==> src/rtl/rv32_pkg.sv <==
// Shared RV32I decode definitions: opcodes, link registers, RAS op and immediate format enums.
// Latency: none (definitions only); backpressure: not applicable.
package rv32_pkg;

    localparam logic [6:0] OPC_LUI      = 7'b0110111;
    localparam logic [6:0] OPC_AUIPC    = 7'b0010111;
    localparam logic [6:0] OPC_JAL      = 7'b1101111;
    localparam logic [6:0] OPC_JALR     = 7'b1100111;
    localparam logic [6:0] OPC_BRANCH   = 7'b1100011;
    localparam logic [6:0] OPC_LOAD     = 7'b0000011;
    localparam logic [6:0] OPC_STORE    = 7'b0100011;
    localparam logic [6:0] OPC_OP_IMM   = 7'b0010011;
    localparam logic [6:0] OPC_OP       = 7'b0110011;
    localparam logic [6:0] OPC_MISC_MEM = 7'b0001111;
    localparam logic [6:0] OPC_SYSTEM   = 7'b1110011;

    localparam logic [4:0] LINK_X1 = 5'd1;
    localparam logic [4:0] LINK_X5 = 5'd5;

    typedef enum logic [1:0] {
        RAS_NONE     = 2'd0,
        RAS_PUSH     = 2'd1,
        RAS_POP      = 2'd2,
        RAS_POP_PUSH = 2'd3
    } ras_op_t;

    typedef enum logic [2:0] {
        IMM_I,
        IMM_S,
        IMM_B,
        IMM_U,
        IMM_J,
        IMM_NONE
    } imm_fmt_t;

    typedef struct packed {
        logic [6:0]  opcode;
        logic [4:0]  rd;
        logic [4:0]  rs1;
        logic [4:0]  rs2;
        logic [2:0]  funct3;
        logic [6:0]  funct7;
        logic [31:0] imm;
        logic        illegal;
    } dec_t;

    function automatic logic is_link(input logic [4:0] r);
        return (r == LINK_X1) || (r == LINK_X5);
    endfunction

    // Bit 31 is the sign for every format.
    function automatic logic [31:0] imm_gen(input logic [31:0] i, input imm_fmt_t f);
        logic [31:0] imm;
        case (f)
            IMM_I:   imm = {{20{i[31]}}, i[31:20]};
            IMM_S:   imm = {{20{i[31]}}, i[31:25], i[11:7]};
            IMM_B:   imm = {{20{i[31]}}, i[7], i[30:25], i[11:8], 1'b0};
            IMM_U:   imm = {i[31:12], 12'b0};
            IMM_J:   imm = {{12{i[31]}}, i[19:12], i[20], i[30:21], 1'b0};
            default: imm = '0;
        endcase
        return imm;
    endfunction

endpackage

==> src/rtl/ras_stack.sv <==
// Circular return-address stack: push overwrites the oldest entry when full, pop on empty is a no-op.
// Latency: top/empty reflect updates the cycle after push/pop; backpressure: none, always accepts.
module ras_stack
    import rv32_pkg::*;
#(
    parameter int RAS_DEPTH = 4,
    parameter int PC_W      = 32
) (
    input  logic            clk,
    input  logic            rst,
    input  logic            push,
    input  logic            pop,
    input  logic [PC_W-1:0] push_data,
    output logic [PC_W-1:0] top,
    output logic            empty
);

    localparam int PTR_W = $clog2(RAS_DEPTH);
    localparam int CNT_W = $clog2(RAS_DEPTH + 1);
    localparam logic [CNT_W-1:0] FULL = CNT_W'(RAS_DEPTH);

    logic [PC_W-1:0]  mem [RAS_DEPTH];
    logic [PTR_W-1:0] ptr;
    logic [PTR_W-1:0] ptr_pop;
    logic [PTR_W-1:0] ptr_next;
    logic [CNT_W-1:0] cnt;
    logic [CNT_W-1:0] cnt_pop;
    logic [CNT_W-1:0] cnt_next;

    // Pop is applied first so pop-then-push replaces the top, or pushes onto an empty stack.
    always_comb begin
        ptr_pop = ptr;
        cnt_pop = cnt;
        if (pop && (cnt != '0)) begin
            ptr_pop = ptr - PTR_W'(1);
            cnt_pop = cnt - CNT_W'(1);
        end
        ptr_next = ptr_pop;
        cnt_next = cnt_pop;
        if (push) begin
            ptr_next = ptr_pop + PTR_W'(1);
            if (cnt_pop != FULL) begin
                cnt_next = cnt_pop + CNT_W'(1);
            end
        end
    end

    always_ff @(posedge clk or posedge rst) begin
        if (rst) begin
            ptr <= '0;
            cnt <= '0;
            for (int i = 0; i < RAS_DEPTH; i++) begin
                mem[i] <= '0;
            end
        end else begin
            ptr <= ptr_next;
            cnt <= cnt_next;
            if (push) begin
                mem[ptr_next] <= push_data;
            end
        end
    end

    assign top   = mem[ptr];
    assign empty = (cnt == '0);

endmodule

==> src/rtl/rv32_decode_stage.sv <==
// Registered RV32I decoder with return-address-stack prediction; latency 1 cycle.
// Backpressure: in_ready = !flush && (!out_valid || out_ready); a held bundle stays stable.
module rv32_decode_stage
    import rv32_pkg::*;
#(
    parameter int RAS_DEPTH = 4,
    parameter int PC_W      = 32
) (
    input  logic            clk,
    input  logic            rst,
    input  logic            flush,
    input  logic            in_valid,
    output logic            in_ready,
    input  logic [31:0]     in_instr,
    input  logic [PC_W-1:0] in_pc,
    output logic            out_valid,
    input  logic            out_ready,
    output logic [6:0]      out_opcode,
    output logic [4:0]      out_rd,
    output logic [4:0]      out_rs1,
    output logic [4:0]      out_rs2,
    output logic [2:0]      out_funct3,
    output logic [6:0]      out_funct7,
    output logic [31:0]     out_imm,
    output logic [PC_W-1:0] out_pc,
    output logic            out_illegal,
    output logic [1:0]      out_ras_op,
    output logic [PC_W-1:0] out_ras_target,
    output logic            out_ras_hit
);

    dec_t            dec;
    imm_fmt_t        fmt;
    ras_op_t         ras_op;
    logic            legal;
    logic            use_rd;
    logic            use_rs1;
    logic            use_rs2;
    logic            use_f3;
    logic            use_f7;
    logic            accept;
    logic            ras_push;
    logic            ras_pop;
    logic            ras_empty;
    logic            pred_hit;
    logic [PC_W-1:0] ras_top;
    logic [PC_W-1:0] pred_target;
    logic [4:0]      f_rd;
    logic [4:0]      f_rs1;

    assign f_rd  = in_instr[11:7];
    assign f_rs1 = in_instr[19:15];

    always_comb begin
        fmt     = IMM_NONE;
        legal   = (in_instr[1:0] == 2'b11);
        use_rd  = 1'b0;
        use_rs1 = 1'b0;
        use_rs2 = 1'b0;
        use_f3  = 1'b0;
        use_f7  = 1'b0;
        case (in_instr[6:0])
            OPC_LUI, OPC_AUIPC: begin
                fmt    = IMM_U;
                use_rd = 1'b1;
            end
            OPC_JAL: begin
                fmt    = IMM_J;
                use_rd = 1'b1;
            end
            OPC_JALR, OPC_LOAD, OPC_MISC_MEM, OPC_SYSTEM: begin
                fmt     = IMM_I;
                use_rd  = 1'b1;
                use_rs1 = 1'b1;
                use_f3  = 1'b1;
            end
            OPC_OP_IMM: begin
                fmt     = IMM_I;
                use_rd  = 1'b1;
                use_rs1 = 1'b1;
                use_f3  = 1'b1;
                // Shift-immediates (funct3 001/101) carry funct7 in the upper immediate bits.
                use_f7  = (in_instr[13:12] == 2'b01);
            end
            OPC_BRANCH: begin
                fmt     = IMM_B;
                use_rs1 = 1'b1;
                use_rs2 = 1'b1;
                use_f3  = 1'b1;
            end
            OPC_STORE: begin
                fmt     = IMM_S;
                use_rs1 = 1'b1;
                use_rs2 = 1'b1;
                use_f3  = 1'b1;
            end
            OPC_OP: begin
                use_rd  = 1'b1;
                use_rs1 = 1'b1;
                use_rs2 = 1'b1;
                use_f3  = 1'b1;
                use_f7  = 1'b1;
            end
            default: legal = 1'b0;
        endcase
    end

    always_comb begin
        dec         = '0;
        dec.opcode  = in_instr[6:0];
        dec.illegal = !legal;
        if (legal) begin
            dec.rd     = use_rd  ? f_rd              : '0;
            dec.rs1    = use_rs1 ? f_rs1             : '0;
            dec.rs2    = use_rs2 ? in_instr[24:20]   : '0;
            dec.funct3 = use_f3  ? in_instr[14:12]   : '0;
            dec.funct7 = use_f7  ? in_instr[31:25]   : '0;
            dec.imm    = imm_gen(in_instr, fmt);
        end
    end

    always_comb begin
        ras_op = RAS_NONE;
        if (legal && (in_instr[6:0] == OPC_JAL)) begin
            if (is_link(f_rd)) begin
                ras_op = RAS_PUSH;
            end
        end else if (legal && (in_instr[6:0] == OPC_JALR)) begin
            case ({is_link(f_rd), is_link(f_rs1)})
                2'b10:   ras_op = RAS_PUSH;
                2'b01:   ras_op = RAS_POP;
                2'b11:   ras_op = (f_rd == f_rs1) ? RAS_PUSH : RAS_POP_PUSH;
                default: ras_op = RAS_NONE;
            endcase
        end
    end

    assign in_ready = !flush && (!out_valid || out_ready);
    assign accept   = in_valid && in_ready;

    assign ras_push = accept && ((ras_op == RAS_PUSH) || (ras_op == RAS_POP_PUSH));
    assign ras_pop  = accept && ((ras_op == RAS_POP)  || (ras_op == RAS_POP_PUSH));

    // Prediction is the top before this instruction's own update.
    assign pred_hit    = ((ras_op == RAS_POP) || (ras_op == RAS_POP_PUSH)) && !ras_empty;
    assign pred_target = pred_hit ? ras_top : '0;

    ras_stack #(
        .RAS_DEPTH (RAS_DEPTH),
        .PC_W      (PC_W)
    ) u_ras (
        .clk       (clk),
        .rst       (rst),
        .push      (ras_push),
        .pop       (ras_pop),
        .push_data (in_pc + PC_W'(4)),
        .top       (ras_top),
        .empty     (ras_empty)
    );

    always_ff @(posedge clk or posedge rst) begin
        if (rst) begin
            out_valid      <= 1'b0;
            out_opcode     <= '0;
            out_rd         <= '0;
            out_rs1        <= '0;
            out_rs2        <= '0;
            out_funct3     <= '0;
            out_funct7     <= '0;
            out_imm        <= '0;
            out_pc         <= '0;
            out_illegal    <= 1'b0;
            out_ras_op     <= '0;
            out_ras_target <= '0;
            out_ras_hit    <= 1'b0;
        end else if (accept) begin
            out_valid      <= 1'b1;
            out_opcode     <= dec.opcode;
            out_rd         <= dec.rd;
            out_rs1        <= dec.rs1;
            out_rs2        <= dec.rs2;
            out_funct3     <= dec.funct3;
            out_funct7     <= dec.funct7;
            out_imm        <= dec.imm;
            out_pc         <= in_pc;
            out_illegal    <= dec.illegal;
            out_ras_op     <= ras_op;
            out_ras_target <= pred_target;
            out_ras_hit    <= pred_hit;
        end else if (flush || out_ready) begin
            out_valid <= 1'b0;
        end
    end

endmodule

==> config.mk <==
export PLATFORM = sky130hd
export DESIGN_NAME = rv32_decode_stage
export DESIGN_NICKNAME = d
export VERILOG_FILES = /design/src/rtl/rv32_pkg.sv /design/src/rtl/ras_stack.sv /design/src/rtl/rv32_decode_stage.sv
export SDC_FILE = /design/constraint.sdc
export NUM_CORES = 1
export LEC_CHECK = 0
export CORE_AREA = 10 10 160 162
export CTS_BUF_LIST = sky130_fd_sc_hd__clkbuf_16
export DETAILED_ROUTE_END_ITERATION = 16
export DIE_AREA = 0 0 170 172
export PLACE_DENSITY = 0.79
export SYNTH_ARGS = -nofsm -noshare
export SYNTH_HDL_FRONTEND = slang
export SYNTH_SLANG_ARGS = --single-unit
export TNS_END_PERCENT = 30
==> constraint.sdc <==
create_clock -name clk -period 13.3 [get_ports clk]
set_input_delay 3.325 -clock clk [delete_from_list [all_inputs] [get_ports clk]]
set_output_delay 3.325 -clock clk [all_outputs]
set_load 0.03 [all_outputs]
==> results.ini <==
[global_route]
grt_pass1_vias = 9042
grt_usage_pct = 20.6
grt_first_pass_wirelength_mm = 49.3
antenna_found_initial = 1
grt-ovfl-total = 0
grt_max_degree = 114

[detailed_routing]
dr.pass1.iters = 7
vias_per_cell = 5.68
wire_per_inst_um = 19.8
wirelength_mm = 30.4
dr.first_iter.drc_count = 858
vias = 8736
ant_nets = 0
drc_errors = 0

[worst_setup_path]
worstPathCellList = clkdlybuf4s50_1 -> nor2b_1 -> nor2_1 -> clkdlybuf4s50_1
cp.depth = 4
max_stage_delay_ps = 680
r2r_setup_slack_ps = 9590
r2r_cells = 6
required_ps = 9970
critical-path-top-delay-family = buffers and inverters
r2r_end = u_ras.mem[3]$_DFFE_PP0P_
end_kind = output pin
crit_path_top_delay_cell = clkdlybuf4s50_1
crit_path_max_fanout = 2
cp.buffers_inverters = 2
startpoint_type = input port
arrival_ps = 4630
r2r-start = out_valid$_DFFE_PP0P_
critical_path_class = input port to output pin
cp_common_cell = clkdlybuf4s50_1

[timing]
fin_crit_sh_pct = 59.8
slew_headroom_pct = 28.6
max_freq_ghz = 0.126
grt_setup_unrepaired = no
finalHoldViolCount = 0
finalWorstSetupSlack_ps = 5350
clock-skew-final_ps = 14.2
setup-tns-final_ps = 0
setup_viol = 0
slew_violations = 0
fin_crit_ps = 7950
worstMarginPinSlew_ps = 1060

[clock_network]
cts_resized = 0
htree_levels = 1
clkTransAtPathRegs_ps = 60
cts_hold_buf = 0
cts_tree = done
root_buffer = clkbuf_16
postCtsSetupRepairBufs = 0
clk_latency_ps = 530
cts_num_sinks = 266
cts_buffer_depth = 3
cts_buffers = 27

[placement]
routabilityCongestion = 0.885
dp_hpwl_mm = 20.5
io_buffers = 202
pre_cts_slack_ps = 5340

[power_and_ir_drop]
leakage_nw = 6.92
p_switching_w = 0.000437
combinationalPowerShare_pct = 11.4
p_per_area_nw_per_um2 = 118
p_clk_share_pct = 39.7
peakVddDrop_uv = 103
p_sw_share_pct = 25.3
p_int_w = 0.00129
seq_power_share_pct = 49.0

[layout]
drive_gt1_share_pct = 8.38
regArea_sq_um = 6660
final_core_utilization_pct = 65.6
final_nets = 1306
area_delta_synth_final_pct = 25.5
multi_input_area_sq_um = 4590
nFillCells = 1671

[synth]
ys_seq_area_share_pct = 56.9
synthXorXnorAreaFrac_pct = 2.77
synth_mux_area_share_pct = 10.1
synth_compound_area_share_pct = 13.5
synth_top_family_by_area = compound AO/OA/AOI/OAI gates
synthFlopType = dfrtp_1
synth-seq-cells = 266
synth_area_leader_cell = dfrtp_1
syn_nets = 1125
synthAdderAreaFrac_pct = 0.407
synth_common_cells = dfrtp_1, nand2_1, a21oi_1
yosysUniqueCellTypes = 55
netlist_instances = 1053
synth_edf_count = 0
synth.most_common_cell = dfrtp_1
synth_area_leaders = dfrtp_1, mux4_2, a21oi_1, nand2_1, a22o_1
yosys_warnings = 0
yosysTopAreaCellShare_pct = 56.9
synth_async_sr_flop_share_pct = 100
synth_area_sq_um = 11700
synth.avg_cell_area_sq_um = 11.1
yosys.area_share.simple_pct = 12.3

[worst_hold_path]
hold_path_startpoint = out_pc[27]$_DFFE_PP0P_
worstHoldPathType = flop to flop
hold_path_end = out_pc[27]$_DFFE_PP0P_
holdPathStages = 2

[floorplanning]
initial_core_util_pct = 52.3
die_w_um = 170
pin_count = 203
core_sq_um = 22400
die_y_um = 172
die_area_sq_um = 29200
rows = 55

[run_status]
status = completed

[job]
drv_cap = 0

-- metrics by stage --
stage,hold slack [ps],power (W),instance area [sq um],cells
final,471,0.00173,14700,1539
after global routing,493,0.00179,14700,1538
after CTS,478,0.00175,14700,1538
after detailed placement,463,0.00106,13900,1490
after floorplan,460,0.000961,11700,1053
after global placement,457,0.00106,13900,1490
-- how the worst max path moves through the flow --
stage	start	end	slack [ps]
2_1_floorplan	rst	out_funct3[0]$_DFFE_PP0P_	2650
6_report	out_ready	in_ready	5350
3_5_place_dp	out_ready	in_ready	5340
5_1_grt	out_ready	in_ready	5300
4_1_cts	out_ready	in_ready	5340
3_3_place_gp	out_ready	in_ready	5360
-- sequential cells by signal, summed over array words and instances, names as in the netlist, 2 cells and up --
name / cells
u_ras.mem: 128
out_imm: 32
out_pc: 32
out_ras_target: 32
out_funct7: 7
out_opcode: 7
out_rd: 5
out_rs1: 5
out_rs2: 5
out_funct3: 3
u_ras.cnt: 3
out_ras_op: 2
u_ras.ptr: 2
-- metal layers --
| metal | up-vias | track usage (%) | share of wire [%] |
|---|---|---|---|
| met5 | - | 0 | 0 |
| met4 | 0 | 4.73 | 1.8 |
| met3 | 42 | 5.38 | 8.4 |
| met2 | 295 | 34.4 | 48 |
| met1 | 4341 | 26.6 | 42 |
| li1 | 4058 | - | - |
-- cell families (layout without fill, tap and decap cells) --
logic type,count (synthesis),count (layout)
buffers and inverters,102,302
and+or+nand+nor,331,331
xor gates and xnor gates,37,37
other,0,1
muxes,75,75
DFF,266,266
AOI/OAI and AO/OA,238,238
adders and majority gates,4,4
-- tightest hold or removal path: stages (launching register included) --
cell and delay [ps]:
dfrtp_1 330, nand2_1 50, nand2_1 50
-- layout make-up --
| type | instances | share of cell area, % |
|---|---|---|
| clock inverters | 21 | 0.768 |
| repair buffers | 215 | 14.4 |
| flip-flops and latches | 266 | 45.4 |
| well taps | 285 | 2.43 |
| diodes | 1 | 0.0171 |
| clock buffers | 27 | 4.61 |
| multi-input cells | 685 | 31.3 |
| inverters | 39 | 1.05 |
-- power by group through the flow --
| stage | combinational [W] | clock (W) | sequential, W |
|---|---|---|---|
| after floorplan | 0.0000595 | 0 | 0.000902 |
| after global placement | 0.000196 | 0 | 0.000859 |
| after detailed placement | 0.000198 | 0 | 0.000860 |
| after CTS | 0.000199 | 0.000701 | 0.000846 |
| after global routing | 0.000212 | 0.000734 | 0.000848 |
| final | 0.000196 | 0.000685 | 0.000846 |
-- cells in the final DEF, fill, tap and decap left out, types with 3 or more instances in the layout --
cell / n
a211oi_1: 5
a21oi_1: 114
a221o_1: 11
a22o_1: 63
a22oi_1: 4
and2_1: 5
and3_1: 8
buf_4: 13
clkbuf_16: 27
clkdlybuf4s50_1: 202
clkinv_1: 8
dfrtp_1: 264
ha_1: 3
inv_1: 47
mux2_2: 11
mux2_4: 3
mux2i_1: 29
mux4_2: 32
nand2_1: 148
nand2b_1: 4
nand3_1: 16
nand4_1: 8
nor2_1: 109
nor2b_1: 4
nor3_1: 8
nor4_1: 3
o21ai_0: 26
or3_1: 3
xnor2_1: 15
xor2_1: 22
No activity file was read; power rests on OpenSTA's default activity.
